**config.mk**
```make
export PLATFORM = sky130hd
export DESIGN_NAME = clk_gate_ctrl
export DESIGN_NICKNAME = d
export VERILOG_FILES = /design/src/rtl/clk_gate_pkg.sv /design/src/rtl/clk_gate_ctrl.sv
export SDC_FILE = /design/constraint.sdc
export NUM_CORES = 1
export LEC_CHECK = 0
export BUFFER_PORTS_ARGS = -buffer_cell sky130_fd_sc_hd__buf_2
export CAP_MARGIN = 20
export CORE_AREA = 2 2 39 41
export CTS_CLUSTER_DIAMETER = 40
export DETAILED_ROUTE_END_ITERATION = 7
export DIE_AREA = 0 0 41 43
export PLACE_DENSITY_LB_ADDON = 0.12
export RECOVER_POWER = 100
export SYNTH_ARGS = -nofsm -noshare
export SYNTH_HDL_FRONTEND = slang
export SYNTH_SLANG_ARGS = --single-unit
```
**constraint.sdc**
```tcl
create_clock -name CLK -period 1.8 [get_ports CLK]
set_input_delay 0 -clock CLK [delete_from_list [all_inputs] [get_ports CLK]]
set_output_delay 0 -clock CLK [all_outputs]
set_load 0.01 [all_outputs]
```
**src/rtl/clk_gate_pkg.sv**
```systemverilog
// ----------------------------------------------------------------------------
// clk_gate_pkg
//
// Purpose: shared definitions for the clock-gate controller and the system
// top that instantiates it.
//   - cg_state_e : FSM state encoding (OFF/WAKE/ON/IDLE)
//   - DEF_*      : default hysteresis / wake timing, reused by the system top
// No ports (package).
// ----------------------------------------------------------------------------
package clk_gate_pkg;

    typedef enum logic [1:0] {
        ST_OFF  = 2'b00,
        ST_WAKE = 2'b01,
        ST_ON   = 2'b10,
        ST_IDLE = 2'b11
    } cg_state_e;

    localparam int DEF_IDLE_CYCLES = 8;
    localparam int DEF_WAKE_CYCLES = 2;
    localparam int DEF_CNT_W       = 4;

    // Largest timing constant the shared counter has to reach.
    function automatic int cg_max_cycles(input int idle_cycles, input int wake_cycles);
        return (idle_cycles > wake_cycles) ? idle_cycles : wake_cycles;
    endfunction

endpackage

```
**src/rtl/clk_gate_ctrl.sv**
```systemverilog
// ----------------------------------------------------------------------------
// clk_gate_ctrl
//
// Purpose: produces the registered enable for the clock-gating cell of one
// gated domain. Wakes the domain on REQ (or BUSY), waits WAKE_CYCLES before
// reporting READY, holds the clock while the consumer is active, and gates
// off only after IDLE_CYCLES consecutive idle cycles.
//
// Ports:
//   CLK       in   free-running (ungated) clock
//   RST       in   asynchronous, active-high reset
//   REQ       in   activity request, level, held while work is pending
//   BUSY      in   consumer still operating (already resynchronised)
//   TEST_EN   in   scan/test override (only when CLK_GATE_TEST_EN is defined)
//   GATE_EN   out  registered enable to the clock-gating cell
//   READY     out  gated clock stable, requester may issue work
//   SLEEP     out  domain gated off (state OFF)
//   dbg_state out  current FSM state, for observation only
//
// Optional feature macro: CLK_GATE_TEST_EN
//   When defined, TEST_EN=1 forces GATE_EN and READY high after the output
//   registers; the FSM keeps running underneath.
//
// Handshake: REQ/BUSY are level signals, not valid/ready pulses. The
// requester raises REQ and may issue work only while READY=1; READY stays
// high for as long as REQ or BUSY stays high.
// ----------------------------------------------------------------------------
module clk_gate_ctrl
    import clk_gate_pkg::*;
#(
    parameter int IDLE_CYCLES = DEF_IDLE_CYCLES,
    parameter int WAKE_CYCLES = DEF_WAKE_CYCLES,
    parameter int CNT_W       = DEF_CNT_W
) (
    input  logic      CLK,
    input  logic      RST,
    input  logic      REQ,
    input  logic      BUSY,
`ifdef CLK_GATE_TEST_EN
    input  logic      TEST_EN,
`endif
    output logic      GATE_EN,
    output logic      READY,
    output logic      SLEEP,
    output cg_state_e dbg_state
);

    // Terminal counter values. WAKE_LAST is never used when WAKE_CYCLES=0
    // because OFF then skips the WAKE state entirely.
    localparam logic [CNT_W-1:0] IDLE_LAST = CNT_W'(IDLE_CYCLES - 1);
    localparam logic [CNT_W-1:0] WAKE_LAST =
        CNT_W'((WAKE_CYCLES > 0) ? (WAKE_CYCLES - 1) : 0);
    localparam logic [CNT_W-1:0] CNT_MAX   = {CNT_W{1'b1}};

    cg_state_e        state;
    cg_state_e        next_state;
    logic [CNT_W-1:0] cnt;
    logic [CNT_W-1:0] next_cnt;
    logic             act;

    logic             gate_en_q;
    logic             ready_q;
    logic             sleep_q;

    // BUSY also counts as activity so a consumer still running while OFF
    // (e.g. a missed REQ) gets its clock back.
    assign act = REQ | BUSY;

    // ------------------------------------------------------------------------
    // Next-state / next-counter logic
    // ------------------------------------------------------------------------
    always_comb begin
        next_state = state;
        next_cnt   = cnt;

        unique case (state)
            ST_OFF: begin
                if (act) begin
                    next_state = (WAKE_CYCLES == 0) ? ST_ON : ST_WAKE;
                    next_cnt   = '0;
                end
            end

            // Inputs are deliberately ignored here: once the clock starts it
            // always settles to ON before it can be gated again.
            ST_WAKE: begin
                if (cnt == WAKE_LAST) begin
                    next_state = ST_ON;
                    next_cnt   = '0;
                end else if (cnt != CNT_MAX) begin
                    next_cnt = cnt + 1'b1;
                end
            end

            ST_ON: begin
                if (!act) begin
                    next_state = ST_IDLE;
                    next_cnt   = '0;
                end
            end

            // act has priority over the terminal count, so the clock is
            // never removed on a cycle where activity is sampled.
            ST_IDLE: begin
                if (act) begin
                    next_state = ST_ON;
                    next_cnt   = '0;
                end else if (cnt == IDLE_LAST) begin
                    next_state = ST_OFF;
                    next_cnt   = '0;
                end else if (cnt != CNT_MAX) begin
                    next_cnt = cnt + 1'b1;
                end
            end

            default: begin
                next_state = ST_OFF;
                next_cnt   = '0;
            end
        endcase
    end

    // ------------------------------------------------------------------------
    // State, counter and output registers
    // ------------------------------------------------------------------------
    // Outputs are registered from the decoded next state so they are clean
    // flop outputs (no decode glitches from multi-bit state changes) while
    // still matching the state register cycle for cycle.
    always_ff @(posedge CLK or posedge RST) begin
        if (RST) begin
            state     <= ST_OFF;
            cnt       <= '0;
            gate_en_q <= 1'b0;
            ready_q   <= 1'b0;
            sleep_q   <= 1'b1;
        end else begin
            state     <= next_state;
            cnt       <= next_cnt;
            gate_en_q <= (next_state != ST_OFF);
            ready_q   <= (next_state == ST_ON) || (next_state == ST_IDLE);
            sleep_q   <= (next_state == ST_OFF);
        end
    end

    // ------------------------------------------------------------------------
    // Output drive
    // ------------------------------------------------------------------------
`ifdef CLK_GATE_TEST_EN
    // Test override is ORed after the flops so scan can run the domain
    // regardless of the FSM; SLEEP keeps reporting the FSM view.
    assign GATE_EN = gate_en_q | TEST_EN;
    assign READY   = ready_q   | TEST_EN;
`else
    assign GATE_EN = gate_en_q;
    assign READY   = ready_q;
`endif
    assign SLEEP     = sleep_q;
    assign dbg_state = state;

endmodule

```
==> impl_metrics.py <==
metrics = {
    "outcome": {
        "outcome": "completed",
    },
    "cells_and_area": {
        "nFillCells": 152,
        "finalCoreUtilization_pct": 39.4,
        "diodes": 0,
        "drive_gt1_share_pct": 22.0,
        "num-nets-final": 66,
        "final_area_sq_um": 546,
        "area_delta_synth_final_pct": 14.4,
    },
    "floorplan": {
        "fp-row-count": 14,
        "dieHeight_um": 43,
        "num_io_pins": 9,
        "die_w_um": 41,
        "floorplan.initialDensity_pct": 34.4,
        "dieArea_sq_um": 1760,
        "coreArea_sq_um": 1380,
    },
    "clocking": {
        "cts_sinks": 8,
        "post_cts_resize_count": 0,
        "cts.clk_slew.worst_paths_ps": 60,
        "cts-hold-fix-buffers": 1,
        "post-cts-setup-buffers": 0,
        "root_buffer": "clkbuf_4",
        "h-tree-depth": 1,
        "cts_max_path_buffers": 2,
        "cts_tree": "yes",
        "numCtsBuffers": 3,
        "worstSkewPairLatency_ps": 250,
    },
    "yosys": {
        "synth_seq_area_share_pct": 42.3,
        "synth_edf_count": 0,
        "mappedNetlistNets": 53,
        "ys_types": 29,
        "synth_area_leaders": "dfrtp_1, dfstp_2, ha_1",
        "yosys.cell_count.top_type": "dfrtp_1",
        "synth_seq_cells": 8,
        "synth-main-ff-cell": "dfrtp_1",
        "yosysTopAreaCell": "dfrtp_1",
        "synth_top_area_share_pct": 36.7,
        "async_reset_ff_share_pct": 100,
        "syn_inst": 47,
        "avgSynthCellArea_sq_um": 10.1,
        "synth_common_cells": "dfrtp_1, a21oi_1, nand3_1, nor2_1, nor3_1",
        "ys_warn_count": 0,
        "synth_area_sq_um": 477,
    },
    "drt": {
        "drtIter0Drc": 2,
        "antenna_left": 0,
        "via_per_inst": 4.84,
        "drtPass1Iterations": 2,
        "wl_um": 846,
        "wl_per_cell_um": 11.3,
        "route.detailed.drc": 0,
        "vias": 363,
    },
    "worst_setup_path": {
        "arrival_ps": 1710,
        "r2r-start": "cnt[0]",
        "critPathLaunchType": "flip-flop",
        "path_class": "reg2reg",
        "crit_fanout": 4,
        "required_ps": 1930,
        "endpoint_kind": "flip-flop",
        "critPathLaunch": "cnt[0]",
        "cp_cell_sequence": "ha_1 -> and3b_1 -> nand2_1 -> a31o_2 -> or2_2",
        "cpPeakStageDelay_ps": 400,
        "cpMaxStageDelayCell": "dfrtp_1",
    },
    "grt": {
        "grt_pass1_vias": 341,
        "grtUsageMet1_pct": 14.5,
        "met3_usage_pct": 1.57,
        "antenna_found_initial": 0,
        "grt_pass1_wl_mm": 1.32,
        "track_usage_pct": 11.5,
        "grt-ovfl-total": 0,
        "use_met2_pct": 16.3,
        "grt_max_degree": 10,
        "busiest_layer": "met2",
    },
    "pwr": {
        "p_sw_uw": 85.2,
        "clockPowerShare_pct": 39.3,
        "ir_drop_uv": 358,
        "swShare_pct": 23.0,
        "p_per_area_nw_per_um2": 680,
        "p_leak_nw": 0.235,
        "seq_power_share_pct": 50.7,
        "p_int_uw": 286,
        "comb_power_share_pct": 10.0,
    },
    "timing": {
        "hold_viol": 0,
        "worstMarginPinSlew_ps": 300,
        "slew_viol_final": 0,
        "period_share_pct": 87.9,
        "rsz0062_at_grt": "no",
        "max_freq_mhz": 632,
        "fin_skew_ps": 3.06,
        "final.setup.tns_ps": 0,
        "period_minus_slack_ps": 1580,
        "setup-violations-final": 0,
        "relSlewSlack_pct": 79.7,
    },
    "place": {
        "gp_congestion": 0.694,
        "portBuffers": 8,
        "hpwl_um": 697,
        "dpl_cell_area_sq_um": 526,
    },
    "run": {
        "drv_cap": 0,
    },
    "worst_hold_path": {
        "holdCritStartpoint": "REQ",
        "min_path_type": "in2reg",
    },
}
-- cell usage in the layout (no fill, tap or decap), drive strengths merged --
master,synthesis,layout
clkbuf,1,9
and3,1,1
a21o,1,1
mux2i,1,1
or3b,1,1
inv,2,2
nand2,1,1
dlygate4sd3,0,1
and3b,1,1
nor3b,1,1
nand3b,2,2
or2,1,1
xor2,1,1
a41oi,1,1
dfrtp,7,7
or3,1,1
a21oi,4,4
dfstp,1,1
o21ai,1,1
buf,2,5
and4bb,1,1
a31o,1,1
o22ai,2,2
nor2,3,3
nor3,3,3
a221o,1,1
nand3,3,3
ha,2,2
-- worst max-delay path: cells and delay by family (launching register included) --
family / cells / cell delay (ps)
AOI/OAI and AO/OA: 1 / 270
adders and majority gates: 1 / 220
DFF: 1 / 400
and+or+nand+nor: 3 / 580
-- routing by layer --
layer / vias to the layer above / routed length (um) / share of wire, %
met5: - / 0 / 0
met4: 0 / 0 / 0
met3: 0 / 18 / 2.1
met2: 4 / 401 / 47
met1: 162 / 426 / 50
li1: 197 / - / -
-- path summary, 6_finish.rpt --
path | to | slack [ps] | depth (start not counted)
setup / recovery | GATE_EN | 220 | 5
hold / removal | dbg_state[0] | 210 | 4
setup reg to reg | GATE_EN | 220 | 5
hold reg to reg | cnt[0] | 540 | 1
max in group asynchronous | SLEEP | 1290 | 3
min in group asynchronous | cnt[2] | 220 | 3
-- layout make-up --
class	count	area [sq um]	share of cell area [%]
multi-input combinational	34	234	42.9
timing repair buffer	11	56.3	10.3
tap	16	20.0	3.67
inverter	2	7.51	1.38
sequential	8	201	36.9
clock buffer	4	26.3	4.82
-- metrics by stage --
stage | hold slack (ps) | cells | total power, mW | setup WS [ps]
detailed placement | -38.2 | 70 | 0.228 | 237
global placement | -45.9 | 70 | 0.229 | 253
CTS | 217 | 75 | 0.379 | 219
global route | 251 | 75 | 0.390 | 140
finish | 215 | 75 | 0.371 | 218
floorplan | -185 | 47 | 0.216 | 336
-- flip-flops by register name, summed over array words and instances (netlist names) --
register and flops:
GATE_EN 1, SLEEP 1, cnt 4, dbg_state 2
-- kinds of logic after synthesis --
group,after synthesis,share of synthesized area [%]
simple gates,19,24.7
compound gates,11,16.8
flops,8,42.3
buf+inv,5,7.09
fa+ha+maj,2,5.25
xor+xnor,1,1.84
mux,1,2.10
-- power by group through the flow --
stage,clock [mW],sequential [mW],combinational (mW)
after floorplan,0,0.189,0.0270
after global routing,0.161,0.188,0.0416
after CTS,0.152,0.188,0.0392
final,0.146,0.188,0.0370
after global placement,0,0.191,0.0375
after detailed placement,0,0.191,0.0373
(Power assumes the default switching activity.)
